**config.mk**
```make
export PLATFORM = sky130hd
export DESIGN_NAME = afifo_rd_ctrl
export DESIGN_NICKNAME = d
export VERILOG_FILES = /design/src/rtl/afifo_rtl_pkg.sv /design/src/rtl/afifo_rd_ctrl_sync.sv /design/src/rtl/afifo_rd_ctrl.sv
export SDC_FILE = /design/constraint.sdc
export NUM_CORES = 1
export LEC_CHECK = 0
export BUFFER_PORTS_ARGS = -buffer_cell sky130_fd_sc_hd__buf_2
export CAP_MARGIN = 40
export CORE_MARGIN = 2
export CORE_UTILIZATION = 30
export DETAILED_ROUTE_END_ITERATION = 8
export PLACE_DENSITY = 0.56
export SYNTH_ARGS = -nofsm -noshare
export SYNTH_HDL_FRONTEND = slang
export SYNTH_SLANG_ARGS = --single-unit
```
**constraint.sdc**
```tcl
create_clock -name rclk -period 6.4 [get_ports rclk]
set_input_delay 1.6 -clock rclk [delete_from_list [all_inputs] [get_ports rclk]]
set_output_delay 1.6 -clock rclk [all_outputs]
set_load 0.03 [all_outputs]
```
**src/rtl/afifo_rtl_pkg.sv**
```systemverilog
// Shared types and pointer-code helpers for both clock-domain halves of the async FIFO.
package afifo_rtl_pkg;

    localparam int AFIFO_PTR_MAX_W       = 32;
    localparam int AFIFO_MIN_SYNC_STAGES = 2;

    // Wide container; each side slices it down to ADDR_WIDTH+1 bits.
    typedef logic [AFIFO_PTR_MAX_W-1:0] afifo_ptr_t;

    function automatic afifo_ptr_t bin2gray(input afifo_ptr_t b);
        return b ^ (b >> 1);
    endfunction

    function automatic afifo_ptr_t gray2bin(input afifo_ptr_t g);
        afifo_ptr_t b;
        b = '0;
        b[AFIFO_PTR_MAX_W-1] = g[AFIFO_PTR_MAX_W-1];
        for (int i = AFIFO_PTR_MAX_W - 2; i >= 0; i--) begin
            b[i] = b[i+1] ^ g[i];
        end
        return b;
    endfunction

endpackage

```
**src/rtl/afifo_rd_ctrl_sync.sv**
```systemverilog
// Multi-flop synchronizer carrying a Gray pointer across the clock boundary.
module afifo_sync_ff
    import afifo_rtl_pkg::*;
#(
    parameter int WIDTH  = 9,
    parameter int STAGES = 2
) (
    input  logic             rclk,
    input  logic             rrst_n,
    input  logic [WIDTH-1:0] i_d,
    output logic [WIDTH-1:0] o_q
);

    localparam int N = (STAGES < AFIFO_MIN_SYNC_STAGES) ? AFIFO_MIN_SYNC_STAGES : STAGES;

    logic [WIDTH-1:0] r_stage [N];

    always_ff @(posedge rclk or negedge rrst_n) begin
        if (!rrst_n) begin
            for (int i = 0; i < N; i++) r_stage[i] <= '0;
        end else begin
            r_stage[0] <= i_d;
            for (int i = 1; i < N; i++) r_stage[i] <= r_stage[i-1];
        end
    end

    assign o_q = r_stage[N-1];

endmodule

```
**src/rtl/afifo_rd_ctrl.sv**
```systemverilog
// Read-side control of the async FIFO: read pointer, empty/almost-empty, level, underflow.
module afifo_rd_ctrl
    import afifo_rtl_pkg::*;
#(
    parameter int ADDR_WIDTH  = 8,
    parameter int AE_THRESH   = 2,
    parameter int SYNC_STAGES = 2
) (
    input  logic                  rclk,
    input  logic                  rrst_n,
    input  logic                  rinc,
    input  logic [ADDR_WIDTH:0]   wptr,
    output logic [ADDR_WIDTH:0]   rptr,
    output logic [ADDR_WIDTH-1:0] raddr,
    output logic                  ren,
    output logic                  rempty,
    output logic                  ralmost_empty,
    output logic [ADDR_WIDTH:0]   rlevel,
    output logic                  runderflow
);

    localparam int PTR_W = ADDR_WIDTH + 1;
    localparam logic [PTR_W-1:0] AE_T = PTR_W'(AE_THRESH);

    logic [PTR_W-1:0] r_bin;
    logic [PTR_W-1:0] r_gray;
    logic             r_empty;
    logic             r_aempty;
    logic [PTR_W-1:0] r_level;
    logic             r_uf;

    logic             w_racc;
    logic [PTR_W-1:0] w_wq_sync;
    logic [PTR_W-1:0] w_bin_next;
    logic [PTR_W-1:0] w_gray_next;
    logic [PTR_W-1:0] w_wbin_sync;
    logic [PTR_W-1:0] w_level_next;

    afifo_sync_ff #(
        .WIDTH  (PTR_W),
        .STAGES (SYNC_STAGES)
    ) u_wptr_sync (
        .rclk   (rclk),
        .rrst_n (rrst_n),
        .i_d    (wptr),
        .o_q    (w_wq_sync)
    );

    assign w_racc       = rinc & ~r_empty;
    assign w_bin_next   = r_bin + PTR_W'(w_racc);
    assign w_gray_next  = PTR_W'(bin2gray(afifo_ptr_t'(w_bin_next)));
    assign w_wbin_sync  = PTR_W'(gray2bin(afifo_ptr_t'(w_wq_sync)));
    // The extra wrap bit lets a full FIFO (2**ADDR_WIDTH) read as such rather than 0.
    assign w_level_next = w_wbin_sync - w_bin_next;

    always_ff @(posedge rclk or negedge rrst_n) begin
        if (!rrst_n) begin
            r_bin    <= '0;
            r_gray   <= '0;
            r_empty  <= 1'b1;
            r_aempty <= 1'b1;
            r_level  <= '0;
            r_uf     <= 1'b0;
        end else begin
            r_bin    <= w_bin_next;
            r_gray   <= w_gray_next;
            // Comparing against the post-read pointer blocks a second read of the last entry.
            r_empty  <= (w_gray_next == w_wq_sync);
            r_aempty <= (w_level_next <= AE_T);
            r_level  <= w_level_next;
            r_uf     <= rinc & r_empty;
        end
    end

    assign ren           = w_racc;
    assign raddr         = r_bin[ADDR_WIDTH-1:0];
    assign rptr          = r_gray;
    assign rempty        = r_empty;
    assign ralmost_empty = r_aempty;
    assign rlevel        = r_level;
    assign runderflow    = r_uf;

endmodule

```
==> results of run 1 <==
## final timing paths
kind | from | end
setup / recovery | rinc | ralmost_empty$_DFF_PN1_
hold / removal | u_wptr_sync.r_stage[11]$_DFF_PN0_ | u_wptr_sync.o_q[2]$_DFF_PN0_
setup reg to reg | u_wptr_sync.o_q[8]$_DFF_PN0_ | ralmost_empty$_DFF_PN1_
hold reg to reg | u_wptr_sync.r_stage[11]$_DFF_PN0_ | u_wptr_sync.o_q[2]$_DFF_PN0_
max in group asynchronous | rrst_n | ralmost_empty$_DFF_PN1_
min in group asynchronous | rrst_n | rptr[0]$_DFF_PN0_
## where the power goes
part	internal [mW]	total (mW)	switching, mW	leakage (nW)
Sequential	0.380	0.418	0.0380	0.562
Combinational	0.260	0.717	0.457	0.600
Clock	0.0767	0.166	0.0889	0.0422
## placed cells by master, fill, tap and decap left out, types with 3 or more instances in the layout
| cell | n |
|---|---|
| xnor2_1 | 11 |
| o21ai_0 | 5 |
| clkbuf_8 | 5 |
| nand3_1 | 3 |
| dfrtp_1 | 45 |
| and2_1 | 3 |
| xor2_1 | 20 |
| ha_1 | 10 |
| buf_2 | 41 |
| nor2_1 | 9 |
| a211oi_1 | 3 |
| a21oi_1 | 4 |
| inv_1 | 12 |
## state kept, by name (all words and copies together), names as in the netlist
name	flops
r_bin	9
rlevel	9
u_wptr_sync.o_q	9
u_wptr_sync.r_stage	9
rptr	8
ralmost_empty	1
rempty	1
runderflow	1
## layout make-up
| type | instances | share of cell area |
|---|---|---|
| Sequential cell | 47 | 0.480 |
| Timing Repair Buffer | 42 | 0.0948 |
| Clock buffer | 7 | 0.0311 |
| Multi-Input combinational cell | 98 | 0.333 |
| Clock inverter | 1 | 0.00204 |
| Inverter | 12 | 0.0183 |
| Tap cell | 80 | 0.0408 |
## layer usage
metal | vias to the layer above | global-route usage | routed length (um)
met3 | 4 | 0.0343 | 212
li1 | 619 | - | -
met1 | 590 | 0.147 | 1720
met2 | 38 | 0.160 | 1610
met5 | - | 0 | 0
met4 | 0 | 0.0384 | 40
## critical path: cells and delay by family
kind	cells	cell delay, ps
AND/OR/NAND/NOR	2	470
buffers and inverters	2	180
AO/OA/AOI/OAI	4	820
adder cells (fa/ha/maj)	3	830
XOR/XNOR	2	540
## metrics by stage
stage / power, mW / utilization / instance area [um^2] / worst slack [ps] / hold slack (ps)
after floorplan: 0.961 / - / 2040 / 1810 / 331
after global placement: 1.14 / 0.351 / 2350 / 1950 / 331
after detailed placement: 1.14 / 0.355 / 2370 / 1840 / 335
after CTS: 1.32 / 0.367 / 2450 / 2150 / 354
after global routing: 1.41 / 0.367 / 2450 / 1810 / 358
final: 1.30 / 0.367 / 2450 / 2140 / 351
## cell families (layout without fill, tap and decap cells)
| kind of cell | after synthesis | in the layout | synth area share |
|---|---|---|---|
| multiplexers | 1 | 1 | 0.00491 |
| flip-flops | 47 | 47 | 0.578 |
| buffers and inverters | 12 | 62 | 0.0221 |
| AND/OR/NAND/NOR | 29 | 29 | 0.0754 |
| adder cells (fa/ha/maj) | 11 | 11 | 0.0711 |
| AO/OA/AOI/OAI | 21 | 21 | 0.0681 |
| XOR/XNOR | 36 | 36 | 0.181 |
==> flow_metrics.tcl, run 1 <==
set metrics [dict create \
    status "completed" \
    cts_buffers 5 \
    cellLeakagePower_nw 1.20 \
    crit_top_cell "ha_1" \
    drive_gt1_frac 0.266 \
    vias 1251 \
    yosysTopAreaCellShare 0.552 \
    cts.path.max_buffers 2 \
    cp_slowest_cell "xor2_1" \
    h-tree-depth 2 \
    synth_area_leaders "dfrtp_1 55%, xor2_1 8.6%, ha_1 6.1%" \
    crit_type "input port to register" \
    clkLatencyLatePin_ps 290 \
    grt_pass1_vias 1285 \
    cp-start-kind "input port" \
    fillers 688 \
    synth_edf_count 0 \
    rsz0062_at_grt "false" \
    cap_violations 0 \
    num_io_pins 42 \
    syn2layout_area_growth_pct 20.3 \
    peakVddDrop_v 0.000186 \
    synth_area_mm2 0.00204 \
    wl_um 3580 \
    setup_viol_count_final 0 \
    ys.warnings.count 0 \
    core_area_mm2 0.00668 \
    worstMarginPinSlew_ps 626 \
    start_util 0.305 \
    post_cts_buffers 0 \
    ys_top_cells_by_count "45 x dfrtp_1, 20 x xor2_1, 12 x inv_1" \
    critPathMaxStageDelay_ps 440 \
    drc_errors 0 \
    drt_first_pass_iters 4 \
    hp-class "register to register" \
    grt_antenna_before_repair 0 \
    seq_area_mm2 0.00118 \
    syn_nets 180 \
    rr_worst_depth 15 \
    ys_ff_latch 47 \
    post-place-cells 279 \
    holdPathStages 0 \
    worstPathRequired_ps 6590 \
    finalHoldViolCount 0 \
    end_kind "register" \
    avgSynthCellArea_um2 13.0 \
    wl_per_cell_um 12.5 \
    grt_start_max_net_pins 25 \
    grt_pass1_wl_um 6060 \
    fin_tns_setup_ps 0 \
    grt_overflow 0 \
    dp_hpwl_um 2820 \
    skew_ps 4.38 \
    die_h_um 86.5 \
    clock_tree.root_cell "clkbuf_8" \
    ys_types 33 \
    synth-seq-area-share 0.578 \
    final_nets 229 \
    path_clk_slew_ps 80 \
    cts_tree "done" \
    drt_first_iter_violations 31 \
    yosysMostFrequentCell "dfrtp_1" \
    via_per_inst 4.36 \
    max_freq_mhz 235 \
    antenna_left 0 \
    multi_input_area_um2 817 \
    die_w_um 86.5 \
    clock_sinks 47 \
    r2r_setup_slack_ps 2400 \
    die_area_mm2 0.00748 \
    holdBufCountCts 0 \
    arrival_ps 4450 \
    period_share 0.665 \
    finalMaxSlewViolations 0 \
    fin_crit_ps 4260 \
    track_usage 0.107 \
    diodes 0 \
    async_flop_share 1.00 \
    power_density_mw_per_mm2 530 \
    globalplace.congestion 0.793 \
    ctsResizeCount 0 \
    relSlewSlack 0.581 \
    critPathMaxFanout 5 \
    final_cells 287 \
    yosysTopAreaCell "dfrtp_1" \
    core.rowCount 30 \
    cp_cell_sequence "buf_2, nor2b_1, ha_1, ha_1, xor2_1, inv_1, ha_1, a211oi_1, o21ai_0, a21o_1, a21oi_1, xnor2_1, nor4_1" \
    synthCells 157 \
    synth_flop_cell "dfrtp_1" \
    port-buffer-count 41 \
]
(Power assumes the default switching activity.)
==> run 2, diff against run 1 <==
Clock period 6.4 ns to 4 ns, I/O delays scaled along.
==> flow_metrics.tcl, run 2 (synthesis results as in run 1) <==
set metrics [dict create \
    grt_start_max_net_pins 38 \
    core.rowCount 30 \
    r2r_setup_slack_ps 250 \
    rsz0062_at_grt "true" \
    die_h_um 86.5 \
    cellLeakagePower_nw 1.25 \
    num_io_pins 42 \
    peakVddDrop_v 0.000372 \
    fin_crit_ps 3750 \
    dp_slack_ps 101 \
    final_cell_mix "45 x dfrtp_1, 41 x buf_2, 20 x xor2_1" \
    status "completed" \
    finalMaxSlewViolations 0 \
    path_clk_slew_ps 90 \
    final_nets 237 \
    setup_viol_count_final 0 \
    p_sw_frac 0.433 \
    relSlewSlack 0.662 \
    die_area_mm2 0.00748 \
    drt_first_iter_violations 35 \
    clock_sinks 47 \
    cts_buffers 5 \
    cap_violations 0 \
    clkLatencyLatePin_ps 300 \
    arrival_ps 3960 \
    grt_antenna_before_repair 0 \
    grt_overflow 0 \
    internal_power_mw 1.27 \
    clock_tree.root_cell "clkbuf_8" \
    wl_um 3680 \
    critPathMaxFanout 3 \
    hp-class "register to register" \
    p_sw_mw 0.970 \
    final.setup.worst_slack_ps 249 \
    fin_util 0.383 \
    end_kind "register" \
    start_util 0.305 \
    crit_type "register to register" \
    wl_per_cell_um 12.5 \
    drt_first_pass_iters 4 \
    h-tree-depth 2 \
    cts.path.max_buffers 2 \
    pwr-share-clk 0.156 \
    share_seq_of_total_power 0.300 \
    globalplace.congestion 0.781 \
    drive_gt1_frac 0.321 \
    dr_wl_met3_um 203 \
    cp-start-kind "register" \
    power.share.combinational 0.544 \
    period_share 0.938 \
    finalHoldViolCount 0 \
    layout_commonest_cell "dfrtp_1" \
    core_area_mm2 0.00668 \
    antenna_left 0 \
    worstPathRequired_ps 4210 \
    skew_ps 11.4 \
    max_freq_mhz 267 \
    via_per_inst 4.40 \
    power_density_mw_per_mm2 875 \
    grt_pass1_wl_um 6190 \
    met2_length_um 1580 \
    port-buffer-count 41 \
    cts_tree "done" \
    track_usage 0.109 \
    die_w_um 86.5 \
    drc_errors 0 \
    dr.max_layer_used "met4" \
    diodes 0 \
    worstMarginPinSlew_ps 505 \
    vias 1299 \
    syn2layout_area_growth_pct 25.4 \
    wl_met1_um 1840 \
    grt_pass1_vias 1319 \
    dp_hpwl_um 2830 \
]
run 2: layout make-up:
class | count | area (um^2)
clock buffer | 5 | 68.8
clock inverter | 3 | 47.5
fill | 674 | 4120
inverter | 12 | 45.0
multi-input combinational | 98 | 835
sequential | 47 | 1180
tap | 80 | 100
timing repair buffer | 50 | 285
run 2: power by group through the flow:
| stage | Sequential (mW) | Clock (mW) | Combinational [mW] |
|---|---|---|---|
| final | 0.672 | 0.349 | 1.22 |
| after global routing | 0.687 | 0.386 | 1.35 |
| after CTS | 0.676 | 0.366 | 1.19 |
| after detailed placement | 0.682 | 0 | 1.18 |
| after global placement | 0.681 | 0 | 1.18 |
| after floorplan | 0.902 | 0 | 0.636 |
run 2: stage by stage:
stage	hold WS (ps)	instances	total power [mW]	cell area (um^2)	TNS, ps
3_5_place_dp	337	285	1.86	2410	0
2_1_floorplan	331	157	1.54	2040	0
4_1_cts	360	293	2.23	2530	0
5_1_grt	367	295	2.43	2560	-16.8
6_report	357	295	2.24	2560	0
3_3_place_gp	331	284	1.86	2390	0
run 2: timing repair:
action,4_1_cts,5_1_grt
hold endpoints to repair,0,0
endpoints found under the setup margin,0,1
buffers inserted,0,2
hold buffers,0,0
resized for setup,0,5
run 2: worst paths after layout:
| check | depth (start not counted) | end | from |
|---|---|---|---|
| max | 15 | ralmost_empty$_DFF_PN1_ | u_wptr_sync.o_q[6]$_DFF_PN0_ |
| min | 0 | u_wptr_sync.o_q[2]$_DFF_PN0_ | u_wptr_sync.r_stage[11]$_DFF_PN0_ |
| max reg2reg | 15 | ralmost_empty$_DFF_PN1_ | u_wptr_sync.o_q[6]$_DFF_PN0_ |
| min reg2reg | 0 | u_wptr_sync.o_q[2]$_DFF_PN0_ | u_wptr_sync.r_stage[11]$_DFF_PN0_ |
| max in group asynchronous | 2 | ralmost_empty$_DFF_PN1_ | rrst_n |
| min in group asynchronous | 1 | rptr[4]$_DFF_PN0_ | rrst_n |
run 2: worst max-delay path, stage by stage, from the launching register on:
cell     delay [ps]
dfrtp_1         380
xor3_2          470
xor2_2          180
xnor2_2         240
xor2_2          220
xnor3_2         310
xnor2_1         160
ha_1            170
inv_1            50
fa_2            360
a21o_1          180
a21oi_2         150
xnor2_1          90
a211o_1         270
a211o_1         240
nor4_2          160
run 2: metal layers:
metal  track usage  vias up
li1              -      636
met1         0.152      621
met2         0.158       35
met3        0.0333        7
met4        0.0426        0
met5             0        -
